### src/rtl/axi4lite_pkg.sv
// Shared AXI4-Lite definitions used by the register-file slave and its matching master.
// Response codes, strobe-width helper and the read-channel state encoding.
package axi4lite_pkg;

    localparam logic [1:0] RESP_OKAY   = 2'b00;
    localparam logic [1:0] RESP_SLVERR = 2'b10;

    localparam int AXI_DATA_WIDTH = 32;

    function automatic int strb_width(input int data_width);
        return data_width / 8;
    endfunction

    typedef enum logic {
        R_IDLE = 1'b0,
        R_DATA = 1'b1
    } r_state_e;

endpackage

### src/rtl/axi4lite_regfile_slave.sv
// AXI4-Lite slave exposing NUM_REGS byte-strobed registers with independent AW/W/AR channels,
// SLVERR on unimplemented words, flat register export and per-register write pulses.
module axi4lite_regfile_slave
    import axi4lite_pkg::*;
#(
    parameter int                    ADDR_WIDTH = 4,
    parameter int                    DATA_WIDTH = AXI_DATA_WIDTH,
    parameter int                    NUM_REGS   = 4,
    parameter logic [DATA_WIDTH-1:0] RESET_VAL  = '0,
    localparam int                   STRB_W     = strb_width(DATA_WIDTH)
) (
    input  logic                           s_axi_aclk,
    input  logic                           s_axi_aresetn,
    input  logic [ADDR_WIDTH-1:0]          s_axi_awaddr,
    input  logic                           s_axi_awvalid,
    output logic                           s_axi_awready,
    input  logic [DATA_WIDTH-1:0]          s_axi_wdata,
    input  logic [STRB_W-1:0]              s_axi_wstrb,
    input  logic                           s_axi_wvalid,
    output logic                           s_axi_wready,
    output logic [1:0]                     s_axi_bresp,
    output logic                           s_axi_bvalid,
    input  logic                           s_axi_bready,
    input  logic [ADDR_WIDTH-1:0]          s_axi_araddr,
    input  logic                           s_axi_arvalid,
    output logic                           s_axi_arready,
    output logic [DATA_WIDTH-1:0]          s_axi_rdata,
    output logic [1:0]                     s_axi_rresp,
    output logic                           s_axi_rvalid,
    input  logic                           s_axi_rready,
    output logic [NUM_REGS*DATA_WIDTH-1:0] reg_q,
    output logic [NUM_REGS-1:0]            reg_wr_pulse
);

    localparam int IDX_W = ADDR_WIDTH - 2;

    // Byte-offset bits never take part in decode.
    logic unused_addr_lsbs;
    assign unused_addr_lsbs = ^{s_axi_awaddr[1:0], s_axi_araddr[1:0]};

    // ------------------------------------------------------------------
    // Write channel holding registers and response
    // ------------------------------------------------------------------
    logic                  ready_en_reg;
    logic                  aw_full_reg;
    logic                  w_full_reg;
    logic [IDX_W-1:0]      aw_idx_reg;
    logic [DATA_WIDTH-1:0] w_data_reg;
    logic [STRB_W-1:0]     w_strb_reg;
    logic                  bvalid_reg;
    logic [1:0]            bresp_reg;
    logic [NUM_REGS-1:0]   wr_pulse_reg;

    logic                  aw_hs;
    logic                  w_hs;
    logic                  commit;
    logic                  aw_in_range;
    logic [NUM_REGS-1:0]   wr_en;

    assign s_axi_awready = ready_en_reg & ~aw_full_reg;
    assign s_axi_wready  = ready_en_reg & ~w_full_reg;
    assign aw_hs         = s_axi_awvalid & s_axi_awready;
    assign w_hs          = s_axi_wvalid & s_axi_wready;
    assign commit        = aw_full_reg & w_full_reg & ~bvalid_reg;
    assign aw_in_range   = 32'(aw_idx_reg) < 32'(NUM_REGS);

    always_ff @(posedge s_axi_aclk) begin
        if (!s_axi_aresetn) begin
            ready_en_reg <= 1'b0;
            aw_full_reg  <= 1'b0;
            w_full_reg   <= 1'b0;
            aw_idx_reg   <= '0;
            w_data_reg   <= '0;
            w_strb_reg   <= '0;
            bvalid_reg   <= 1'b0;
            bresp_reg    <= RESP_OKAY;
            wr_pulse_reg <= '0;
        end else begin
            ready_en_reg <= 1'b1;
            wr_pulse_reg <= wr_en;

            if (aw_hs) begin
                aw_full_reg <= 1'b1;
                aw_idx_reg  <= s_axi_awaddr[ADDR_WIDTH-1:2];
            end
            if (w_hs) begin
                w_full_reg <= 1'b1;
                w_data_reg <= s_axi_wdata;
                w_strb_reg <= s_axi_wstrb;
            end

            if (s_axi_bready && bvalid_reg) begin
                bvalid_reg <= 1'b0;
            end

            // Commit is gated by !bvalid, so it never collides with the B clear above.
            if (commit) begin
                bvalid_reg  <= 1'b1;
                bresp_reg   <= aw_in_range ? RESP_OKAY : RESP_SLVERR;
                aw_full_reg <= 1'b0;
                w_full_reg  <= 1'b0;
            end
        end
    end

    assign s_axi_bvalid = bvalid_reg;
    assign s_axi_bresp  = bresp_reg;
    assign reg_wr_pulse = wr_pulse_reg;

    // ------------------------------------------------------------------
    // Register storage with per-byte merge
    // ------------------------------------------------------------------
    genvar gi;
    generate
        for (gi = 0; gi < NUM_REGS; gi++) begin : g_reg
            logic [DATA_WIDTH-1:0] word_reg;

            assign wr_en[gi] = commit & aw_in_range & (32'(aw_idx_reg) == 32'(gi));

            always_ff @(posedge s_axi_aclk) begin
                if (!s_axi_aresetn) begin
                    word_reg <= RESET_VAL;
                end else if (wr_en[gi]) begin
                    for (int b = 0; b < STRB_W; b++) begin
                        if (w_strb_reg[b]) begin
                            word_reg[b*8 +: 8] <= w_data_reg[b*8 +: 8];
                        end
                    end
                end
            end

            assign reg_q[gi*DATA_WIDTH +: DATA_WIDTH] = word_reg;
        end
    endgenerate

    // ------------------------------------------------------------------
    // Read channel
    // ------------------------------------------------------------------
    r_state_e              r_state_reg;
    logic                  arready_reg;
    logic                  rvalid_reg;
    logic [DATA_WIDTH-1:0] rdata_reg;
    logic [1:0]            rresp_reg;

    logic [IDX_W-1:0]      ar_idx;
    logic                  ar_in_range;
    logic [DATA_WIDTH-1:0] rd_word;

    assign ar_idx      = s_axi_araddr[ADDR_WIDTH-1:2];
    assign ar_in_range = 32'(ar_idx) < 32'(NUM_REGS);

    // Reads the flops as they stand, so a same-cycle write is not yet visible.
    always_comb begin
        rd_word = '0;
        for (int i = 0; i < NUM_REGS; i++) begin
            if (32'(ar_idx) == 32'(i)) begin
                rd_word = reg_q[i*DATA_WIDTH +: DATA_WIDTH];
            end
        end
    end

    always_ff @(posedge s_axi_aclk) begin
        if (!s_axi_aresetn) begin
            r_state_reg <= R_IDLE;
            arready_reg <= 1'b0;
            rvalid_reg  <= 1'b0;
            rdata_reg   <= '0;
            rresp_reg   <= RESP_OKAY;
        end else begin
            case (r_state_reg)
                R_IDLE: begin
                    arready_reg <= 1'b1;
                    if (arready_reg && s_axi_arvalid) begin
                        rdata_reg   <= ar_in_range ? rd_word : '0;
                        rresp_reg   <= ar_in_range ? RESP_OKAY : RESP_SLVERR;
                        rvalid_reg  <= 1'b1;
                        arready_reg <= 1'b0;
                        r_state_reg <= R_DATA;
                    end
                end
                R_DATA: begin
                    if (s_axi_rready) begin
                        rvalid_reg  <= 1'b0;
                        arready_reg <= 1'b1;
                        r_state_reg <= R_IDLE;
                    end
                end
                default: begin
                    r_state_reg <= R_IDLE;
                end
            endcase
        end
    end

    assign s_axi_arready = arready_reg;
    assign s_axi_rvalid  = rvalid_reg;
    assign s_axi_rdata   = rdata_reg;
    assign s_axi_rresp   = rresp_reg;

endmodule

### config.mk
export PLATFORM = sky130hd
export DESIGN_NAME = axi4lite_regfile_slave
export DESIGN_NICKNAME = d
export VERILOG_FILES = /design/src/rtl/axi4lite_pkg.sv /design/src/rtl/axi4lite_regfile_slave.sv
export SDC_FILE = /design/constraint.sdc
export NUM_CORES = 1
export LEC_CHECK = 0
export BUFFER_PORTS_ARGS = -buffer_cell sky130_fd_sc_hd__buf_2
export CAP_MARGIN = 20
export CORE_MARGIN = 4
export CORE_UTILIZATION = 55
export CTS_BUF_LIST = sky130_fd_sc_hd__clkbuf_16
export DETAILED_ROUTE_END_ITERATION = 8
export PLACE_DENSITY = 0.92
export SYNTH_ARGS = -nofsm -noshare
export SYNTH_HDL_FRONTEND = slang
export SYNTH_SLANG_ARGS = --single-unit
export TNS_END_PERCENT = 5
### constraint.sdc
create_clock -name s_axi_aclk -period 2.7 [get_ports s_axi_aclk]
set_input_delay 0.54 -clock s_axi_aclk [delete_from_list [all_inputs] [get_ports s_axi_aclk]]
set_output_delay 0.54 -clock s_axi_aclk [all_outputs]
set_load 0.05 [all_outputs]
==> results of run 1 <==
[cells by family (layout without fill, tap and decap cells)]
group	after synthesis	count (layout)	synth area share, %
multiplexers	162	162	24.1
AO/OA/AOI/OAI	75	75	5.96
AND/OR/NAND/NOR	279	279	16.5
buffers and inverters	58	262	3.60
other	1	4	0.0446
flip-flops	209	209	49.8
[power breakdown]
| group | leakage [nW] | switching (W) | internal, W | total (W) |
|---|---|---|---|---|
| clock | 0.334 | 0.00118 | 0.00163 | 0.00280 |
| sequential | 1.69 | 0.0000274 | 0.00312 | 0.00315 |
| combinational | 2.72 | 0.000230 | 0.0000981 | 0.000328 |
[worst max-delay path, stage by stage, from the launching register on]
cell and delay (ns):
dfxtp_1 0.64, and4bb_2 0.38, nand3b_1 0.54, mux2i_1 0.35
[per-stage QoR]
stage / total power, W / instance area, sq um / util, % / cells
3_3_place_gp: 0.00353 / 9540 / 64.7 / 1139
4_1_cts: 0.00632 / 10200 / 69.2 / 1175
6_report: 0.00627 / 10200 / 69.2 / 1175
3_5_place_dp: 0.00354 / 9540 / 64.7 / 1139
2_1_floorplan: 0.00344 / 8410 / - / 787
5_1_grt: 0.00647 / 10200 / 69.2 / 1175
[cell usage in the layout (no fill, tap or decap), drive strengths merged]
master / netlist / layout
nor3b: 1 / 1
dfxtp: 209 / 209
nor4b: 1 / 1
and4bb: 1 / 1
or2b: 2 / 2
buf: 37 / 224
nand3b: 6 / 6
bufinv: 0 / 1
conb: 1 / 4
a22o: 32 / 32
nor3: 2 / 2
clkinv: 1 / 10
nand2: 235 / 235
clkbuf: 19 / 23
a21oi: 40 / 40
mux4: 32 / 32
o21a: 2 / 2
o21ai: 1 / 1
and2: 1 / 1
nand3: 1 / 1
nor4: 1 / 1
inv: 1 / 4
nand4b: 2 / 2
mux2i: 130 / 130
nand2b: 4 / 4
and3b: 1 / 1
nor2: 16 / 16
nand4: 2 / 2
nor2b: 3 / 3
[layer usage]
layer | GRT usage [%] | vias up
met5 | 0 | -
met4 | 9.28 | 4
met3 | 5.01 | 58
met2 | 41.9 | 277
met1 | 29.0 | 3183
li1 | - | 3099
[worst paths after layout]
kind | endpoint | startpoint | cells after the start
min reg2reg | w_data_reg[11] | w_data_reg[11] | 2
min | w_data_reg[25] | s_axi_wdata[25] | 3
max | g_reg[0].word_reg[20] | w_full_reg | 3
max reg2reg | g_reg[0].word_reg[20] | w_full_reg | 3
[cell type report]
| type | count | area (sq um) | area share, % |
|---|---|---|---|
| sequential | 209 | 4180 | 41.0 |
| multi-input combinational | 520 | 3930 | 38.5 |
| timing repair buffer | 224 | 1180 | 11.6 |
| clock buffer | 23 | 576 | 5.64 |
| tap | 184 | 230 | 2.26 |
| clock inverter | 13 | 90.1 | 0.883 |
| inverter | 2 | 7.51 | 0.0736 |
==> summary.txt, run 1 <==
Synth
  – Main synth FF type: dfxtp_1
  – Share of the synthesized area in the top cell type: 49.8%
  – EDFF count, synth: 0
  – Yosys top cell by area: dfxtp_1
  – Top cells by area, synth: dfxtp_1 50%, mux2i_1 15%, nand2_1 11%, mux4_2 8.6%, a22o_1 3.3%
  – YS warnings: 0
  – Synth Cell Area: approximately 8400 sq um
  – Synth cell types: 36
  – Most common cell in the netlist: nand2_1
  – Post-synthesis cell count: ~800
  – Synth Register Bits: 209
  – Async set or reset register ratio after synthesis: 0%
  – Avg Cell Area, Syn: ~11 sq um
  – Commonest cells post-synth: 235 x nand2_1, 209 x dfxtp_1, 130 x mux2i_1, 40 x a21oi_1
  – Sequential fraction of the synthesis area: approximately half

Clock network
  – CTS tree: built
  – Clk buf depth: 3
  – Max H-tree Level: 1
  – Clock latency on the worst-skew pair: around 0.49 ns
  – Postcts setup bufs: 0
  – Sink Count: 209
  – Hold_buf cts: 0
  – CTS root buf: clkbuf_16
  – Clock buffer count from CTS: 22
  – Clock-pin slew on the worst setup and hold paths: around 0.06 ns
  – Number of gates resized after cts: 0

Placement
  – Post-DP HPWL: 14600 microns
  – GPL Wtd Cong: around 0.82
  – Pre-CTS WS: ~0.69 ns
  – Port bufs: roughly 220

Floorplanning
  – FP Rows: 44
  – Die Wd: between 100 and 150 microns
  – Starting Density: between 50 and 60%
  – Die H: about 130 microns
  – IO Count: between 200 and 250
  – Die footprint: roughly 17000 sq um
  – Core area: around 15000 sq um

Drt
  – DRT iter0 DRCs: ~420
  – First-pass detailed-route iteration total: 5
  – Drt total wl: ~22000 microns
  – Highest metal used: met5
  – Vias: 6621
  – Met1 Wirelength: about 8600 microns
  – # DRC: 0
  – Via/cell ratio: ~5.6
  – Remaining antenna violation count after routing: 0
  – Drt wl/cell: about 19 microns
  – Met3 Wirelength: approximately 1600 microns
  – DR WL met2: between 10000 and 15000 microns

Timing
  – Max-slew violation count: 0
  – Worst-margin pin slew: 0.996 ns
  – Tmin final: approximately 2 ns
  – Worst Slack Setup Final: just under 0.7 ns
  – Final Hold Vio Count: 0
  – Period utilization: around 74%
  – Setup repair after global routing missed its margin: no
  – Setup Skew: around 0.0076 ns
  – Min Hold Slack: around 0.28 ns
  – Peak Freq: roughly 0.50 GHz
  – Final setup TNS: 0 ns
  – Final Setup Violations: 0
  – Slew HR: between 30% and 40%

Global route
  – GRT Residual Overflow: 0
  – Largest net degree at the start of global routing: 109
  – Vias in the first global route: 6590
  – Initial antenna violation count: 2
  – Global-route usage over all layers: around a quarter
  – Global-route wire length before repair: ~34000 microns

Critical path
  – Worst EP required: ~3.1 ns
  – CP Launch Type: flop
  – Critical Path Fanout Max: 11
  – Worst setup EP type: flop
  – Setup Crit Path Kind: reg2reg
  – Worst R2R Setup Slack: 0.69 ns
  – Critical Path AT: around 2.4 ns

Layout
  – Fillers: between 1k and 1.5k
  – Largest register FFs: about 130
  – Nets: roughly 1.0k
  – N_diodes: 0
  – Share of layout cells above drive strength 1: between 30% and 40%
  – Synthesis-to-layout area growth: 21.5%

Run status
  – Run status: completed

Run
  – Max_cap viols: 0

Power
  – Leakage power: between 4 and 5 nW
  – VDD IR max: 0.388 mV
  – Power Dens Cells: between 600 and 700 nW/um^2

Min path
  – Hold Crit Class: in2reg
(Power assumes the default switching activity.)
==> run 2, diff against run 1 <==
--- a/config.mk
+++ b/config.mk
@@ -8,10 +8,10 @@
 export BUFFER_PORTS_ARGS = -buffer_cell sky130_fd_sc_hd__buf_2
 export CAP_MARGIN = 20
 export CORE_MARGIN = 4
-export CORE_UTILIZATION = 55
+export CORE_UTILIZATION = 53
 export CTS_BUF_LIST = sky130_fd_sc_hd__clkbuf_16
 export DETAILED_ROUTE_END_ITERATION = 8
-export PLACE_DENSITY = 0.92
+export PLACE_DENSITY = 0.89
 export SYNTH_ARGS = -nofsm -noshare
 export SYNTH_HDL_FRONTEND = slang
 export SYNTH_SLANG_ARGS = --single-unit
==> constraint.sdc (replaced) <==
create_clock -name s_axi_aclk -period 1.98 [get_ports s_axi_aclk]
set_input_delay 0.396 -clock s_axi_aclk [delete_from_list [all_inputs] [get_ports s_axi_aclk]]
set_output_delay 0.396 -clock s_axi_aclk [all_outputs]
set_load 0.05 [all_outputs]
==> summary.txt, run 2 (synthesis results as in run 1) <==
Clock network
  – Max H-tree Level: 1 (unchanged)
  – Postcts setup bufs: 0 (unchanged)
  – Sink Count: 209 (unchanged)
  – Clock-pin slew on the worst setup and hold paths: 0.06 ns (about the same)
  – CTS tree: built
  – Clk buf depth: 3 (unchanged)
  – Hold_buf cts: 0 (unchanged)
  – Clock buffer count from CTS: 22 (unchanged)
  – Clock latency on the worst-skew pair: 0.49 ns (about the same)
  – CTS root buf: clkbuf_16
  – Number of gates resized after cts: 0 (unchanged)

Placement
  – Port bufs: 215 (unchanged)
  – GPL Wtd Cong: 0.775 (-5.5%)
  – Post-DP HPWL: 14900 microns (+1.8%)

Power
  – Power Dens Cells: 832 nW/um^2 (+35%)
  – VDD IR max: 0.696 mV (+79%)
  – Leakage power: 4.80 nW (+1.4%)

Floorplanning
  – IO Count: 224 (unchanged)
  – Die footprint: 17900 sq um (+3.5%)
  – Die Wd: 134 microns (+1.8%)
  – Die H: 134 microns (+1.8%)
  – Core area: 15400 sq um (+4.2%)
  – FP Rows: 45 (+2.3%)
  – Starting Density: 54.7% (-2.3 points)

Run status
  – Run status: completed

Drt
  – First-pass detailed-route iteration total: 4 (-1)
  – Drt total wl: 21700 microns (-0.34%)
  – DRT iter0 DRCs: 452 (+8.4%)
  – # DRC: 0 (unchanged)
  – Via/cell ratio: 5.39 (-4.4%)
  – Vias: 6538 (-1.3%)
  – Drt wl/cell: 17.9 microns (-3.5%)
  – Remaining antenna violation count after routing: 0 (unchanged)

Global route
  – Initial antenna violation count: 2 (unchanged)
  – Global-route usage over all layers: 23.5% (-0.47 points)
  – Global-route wire length before repair: 34000 microns (-0.67%)
  – GRT Residual Overflow: 0 (unchanged)
  – Largest net degree at the start of global routing: 84 (-23%)
  – Vias in the first global route: 6485 (-1.6%)

Critical path
  – Critical path's largest stage delay: 0.40 ns (-0.24 ns)
  – CP top delay family: buffers and inverters
  – Critical Path AT: 1.50 ns (-0.91 ns)
  – Worst path slowest cell: dfxtp_1
  – Critical Path Fanout Max: 7 (-4)
  – Worst setup EP type: output port
  – CP Launch Type: flop
  – Worst EP required: 1.58 ns (-1.52 ns)
  – Crit-path cells: buf_4 > nor2b_1 > buf_2
  – Setup Crit Path Kind: reg2out
  – WP buf/inv: 2 (+2)
  – Crit. path cell count: 3 (unchanged)
  – Reg2Reg Depth: 3 (unchanged)

Run
  – Max_cap viols: 0 (unchanged)

Min path
  – Hold Crit Class: in2reg
  – Worst hold stages: 3 (unchanged)

Layout
  – Share of layout cells above drive strength 1: 31.9% (+1.2 points)
  – Most frequent cells in the layout: 235 x nand2_1, 214 x buf_2, 209 x dfxtp_1, 130 x mux2i_1, 40 x a21oi_1
  – Reg area: 4180 sq um (unchanged)
  – Fillers: 1167 (+5.6%)
  – Multi-input combinational cell area: 3930 sq um (unchanged)
  – Synthesis-to-layout area growth: 23.3%
  – Largest register FFs: 128 (unchanged)
  – N_diodes: 0 (unchanged)
  – Commonest non-fill, non-tap cell in the layout: nand2_1
  – Nets: 1041 (+1.1%)

Timing
  – Final Setup Violations: 0 (unchanged)
  – Final setup TNS: 0 ns (unchanged)
  – Final Hold Vio Count: 0 (unchanged)
  – Min Hold Slack: 0.134 ns (-0.148 ns)
  – Peak Freq: around 0.53 GHz
  – Setup repair after global routing missed its margin: no
  – Setup Skew: 0.00822 ns (+0.000622 ns)
  – Slew HR: 32.3% (-1.2 points)
  – Period utilization: ~96%
  – Max-slew violation count: 0 (unchanged)
  – Tmin final: between 1.5 and 2 ns
  – Worst-margin pin slew: 1.01 ns (+0.0175 ns)
==> run 2: cell count changes in the layout (fill, tap and decap cells not counted), sizes merged <==
cell / delta
clkinvlp: +1
clkinv: +1
inv: -1
buf: +11
==> run 2: stage by stage <==
step	util (%)	cell area, sq um	worst slack (ns)	power (W)	cells
after global routing	67.4	10400	0.00188	0.00889	1214
after CTS	67.4	10400	0.0650	0.00867	1214
after global placement	63.0	9680	0.245	0.00484	1177
after floorplan	-	8410	0.347	0.00469	787
final	67.4	10400	0.0815	0.00862	1214
after detailed placement	63.0	9680	0.255	0.00485	1177
==> run 2: layout make-up <==
type                    instances  area share [%]
flip-flops and latches        209            40.4
repair buffers                235            12.5
clock buffers                  23            5.56
clock inverters                14           0.990
inverters                       2          0.0725
well taps                     211            2.55
multi-input cells             520            38.0
==> run 2: tightest hold or removal path, cell delays in order <==
cell,delay [ns]
buf_2,0.08
mux2i_1,0.05
nor2_1,0.07
==> run 2: power by group <==
group	internal (W)	total, W	switching, W
registers	0.00425	0.00429	0.0000394
clock network	0.00223	0.00386	0.00163
logic	0.000151	0.000461	0.000311
==> run 2: worst paths after layout <==
| path | start | endpoint | slack, ns |
|---|---|---|---|
| hold reg to reg | w_data_reg[6] | w_data_reg[6] | 0.45 |
| setup reg to reg | w_full_reg | g_reg[0].word_reg[30] | 0.25 |
| hold / removal | s_axi_awaddr[2] | aw_idx_reg[0] | 0.13 |
| setup / recovery | aw_full_reg | s_axi_awready | 0.08 |
==> run 2: routing by layer <==
layer,share of wire (%),track usage [%],vias to the layer above
li1,-,-,3106
met1,40,29.8,3116
met2,50,40.2,253
met3,6.9,4.24,59
met4,3.0,8.57,4
met5,0.12,0,-
==> run 3, diff against run 2 <==
--- a/config.mk
+++ b/config.mk
@@ -12,6 +12,7 @@
 export CTS_BUF_LIST = sky130_fd_sc_hd__clkbuf_16
 export DETAILED_ROUTE_END_ITERATION = 8
 export PLACE_DENSITY = 0.89
+export RECOVER_POWER = 50
 export SYNTH_ARGS = -nofsm -noshare
 export SYNTH_HDL_FRONTEND = slang
 export SYNTH_SLANG_ARGS = --single-unit
==> summary.txt, run 3 (synthesis results as in run 1) <==
Power
  – VDD IR max: 0.697 mV (+0.15%)
  – Leakage power: 4.06 nW (-15%)
  – Power Dens Cells: 850 nW/um^2 (+2.2%)

Drt
  – Highest metal used: met5
  – DRT iter0 DRCs: 404 (-11%)
  – Remaining antenna violation count after routing: 0 (unchanged)
  – # DRC: 0 (unchanged)
  – Drt wl/cell: 18.0 microns (+0.46%)
  – DR WL met2: 10700 microns (-0.17%)
  – Met3 Wirelength: 1440 microns (-3.4%)
  – Drt total wl: 21800 microns (+0.46%)
  – Vias: 6539 (+0.015%)
  – Via/cell ratio: 5.39 (about the same)
  – Met1 Wirelength: 8940 microns (+1.9%)
  – First-pass detailed-route iteration total: 4 (unchanged)

Layout
  – Nets: 1041 (unchanged)
  – Non-Filler Instances: 1214 (unchanged)
  – Synthesis-to-layout area growth: 20.6%
  – N_diodes: 0 (unchanged)
  – Largest register FFs: 128 (unchanged)
  – Most frequent cells in the layout: 235 x nand2_1, 209 x dfxtp_1, 168 x clkbuf_1, 130 x mux2i_1, 48 x buf_2
  – Share of layout cells above drive strength 1: 15.0% (-17 points)
  – Commonest non-fill, non-tap cell in the layout: nand2_1

Global route
  – Largest net degree at the start of global routing: 84 (unchanged)
  – Initial antenna violation count: 2 (unchanged)
  – GRT Residual Overflow: 0 (unchanged)
  – Vias in the first global route: 6485 (unchanged)
  – Global-route wire length before repair: 34000 microns (unchanged)
  – Global-route usage over all layers: 23.5% (unchanged)

Floorplanning
  – IO Count: 224 (unchanged)
  – FP Rows: 45 (unchanged)
  – Starting Density: 54.7% (unchanged)
  – Die footprint: 17900 sq um (unchanged)
  – Core area: 15400 sq um (unchanged)
  – Die H: 134 microns (unchanged)
  – Die Wd: 134 microns (unchanged)

Clock network
  – Clock-pin slew on the worst setup and hold paths: 0.06 ns (about the same)
  – Clk buf depth: 3 (unchanged)
  – Clock latency on the worst-skew pair: 0.50 ns (about the same)
  – Postcts setup bufs: 0 (unchanged)
  – CTS tree: built
  – Max H-tree Level: 1 (unchanged)
  – Clock buffer count from CTS: 22 (unchanged)
  – Sink Count: 209 (unchanged)
  – CTS root buf: clkbuf_16
  – Hold_buf cts: 0 (unchanged)
  – Number of gates resized after cts: 0 (unchanged)

Placement
  – GPL Wtd Cong: 0.775 (unchanged)
  – Port bufs: 215 (unchanged)
  – Post-DP HPWL: 14900 microns (unchanged)
  – DP Cell Count: 1177 (unchanged)

Timing
  – Max-slew violation count: 0 (unchanged)
  – Tmin final: 1.89 ns (-0.00363 ns)
  – Slew HR: 26.8% (-5.5 points)
  – Peak Freq: 0.528 GHz (+0.19%)
  – Worst-margin pin slew: 1.10 ns (+0.0850 ns)
  – Final Setup Violations: 0 (unchanged)
  – Min Hold Slack: 0.135 ns (+0.000159 ns)
  – Period utilization: 95.7% (-0.18 points)
  – Setup repair after global routing missed its margin: no
  – Setup Skew: 0.00958 ns (+0.00135 ns)
  – Final setup TNS: 0 ns (unchanged)
  – Final Hold Vio Count: 0 (unchanged)

Critical path
  – Critical path's largest stage delay: 0.40 ns (about the same)
  – Setup Crit Path Kind: reg2out
  – Worst path slowest cell: dfxtp_1
  – Crit-path cells: buf_4 > nor2b_1 > buf_2
  – Worst setup EP type: output port
  – Critical Path AT: 1.50 ns (about the same)
  – Critical Path Fanout Max: 7 (unchanged)
  – Worst EP required: 1.58 ns (about the same)
  – Reg2Reg Depth: 4 (+1)
  – CP Launch Type: flop

Run status
  – Run status: completed

Min path
  – Hold Crit Class: in2reg
  – Worst hold stages: 3 (unchanged)

Run
  – Max_cap viols: 0 (unchanged)
==> run 3: critical path: cells and delay by family (launching register included) <==
family                 cells  cell delay [ns]
buffers and inverters      2             0.48
DFF                        1             0.40
and+or+nand+nor            1             0.13
==> run 3: final timing paths <==
kind	slack, ns	endpoint	startpoint
worst min-delay path	0.13	aw_idx_reg[0]	s_axi_awaddr[2]
worst max register to register	0.16	w_data_reg[9]	w_full_reg
worst min register to register	0.45	w_data_reg[6]	w_data_reg[6]
worst max-delay path	0.09	s_axi_awready	aw_full_reg
==> run 3: through the flow <==
step	setup slack [ns]	power, W	cell area [sq um]	utilization (%)
5_1_grt	0.00159	0.00889	10100	65.9
3_5_place_dp	0.255	0.00485	9680	63.0
6_report	0.0852	0.00862	10100	65.9
4_1_cts	0.0650	0.00867	10400	67.4
3_3_place_gp	0.245	0.00484	9680	63.0
2_1_floorplan	0.347	0.00469	8410	-
==> run 3: metal layers <==
layer / up-vias / global-route usage, %
li1: 3112 / -
met1: 3128 / 29.8
met2: 237 / 40.2
met3: 58 / 4.24
met4: 4 / 8.57
met5: - / 0
==> run 3: layout make-up <==
class,count,area [sq um]
fillers,1270,5240
flip-flops and latches,209,4180
multi-input cells,520,3930
repair buffers,235,1070
well taps,211,264
clock inverters,14,103
inverters,2,7.51
clock buffers,23,576
==> run 3: power breakdown <==
part / switching (W) / internal, W / leakage [nW]
Combinational: 0.000310 / 0.000147 / 2.04
Sequential: 0.0000394 / 0.00425 / 1.69
Clock: 0.00164 / 0.00223 / 0.337
Total: 0.00199 / 0.00663 / 4.06
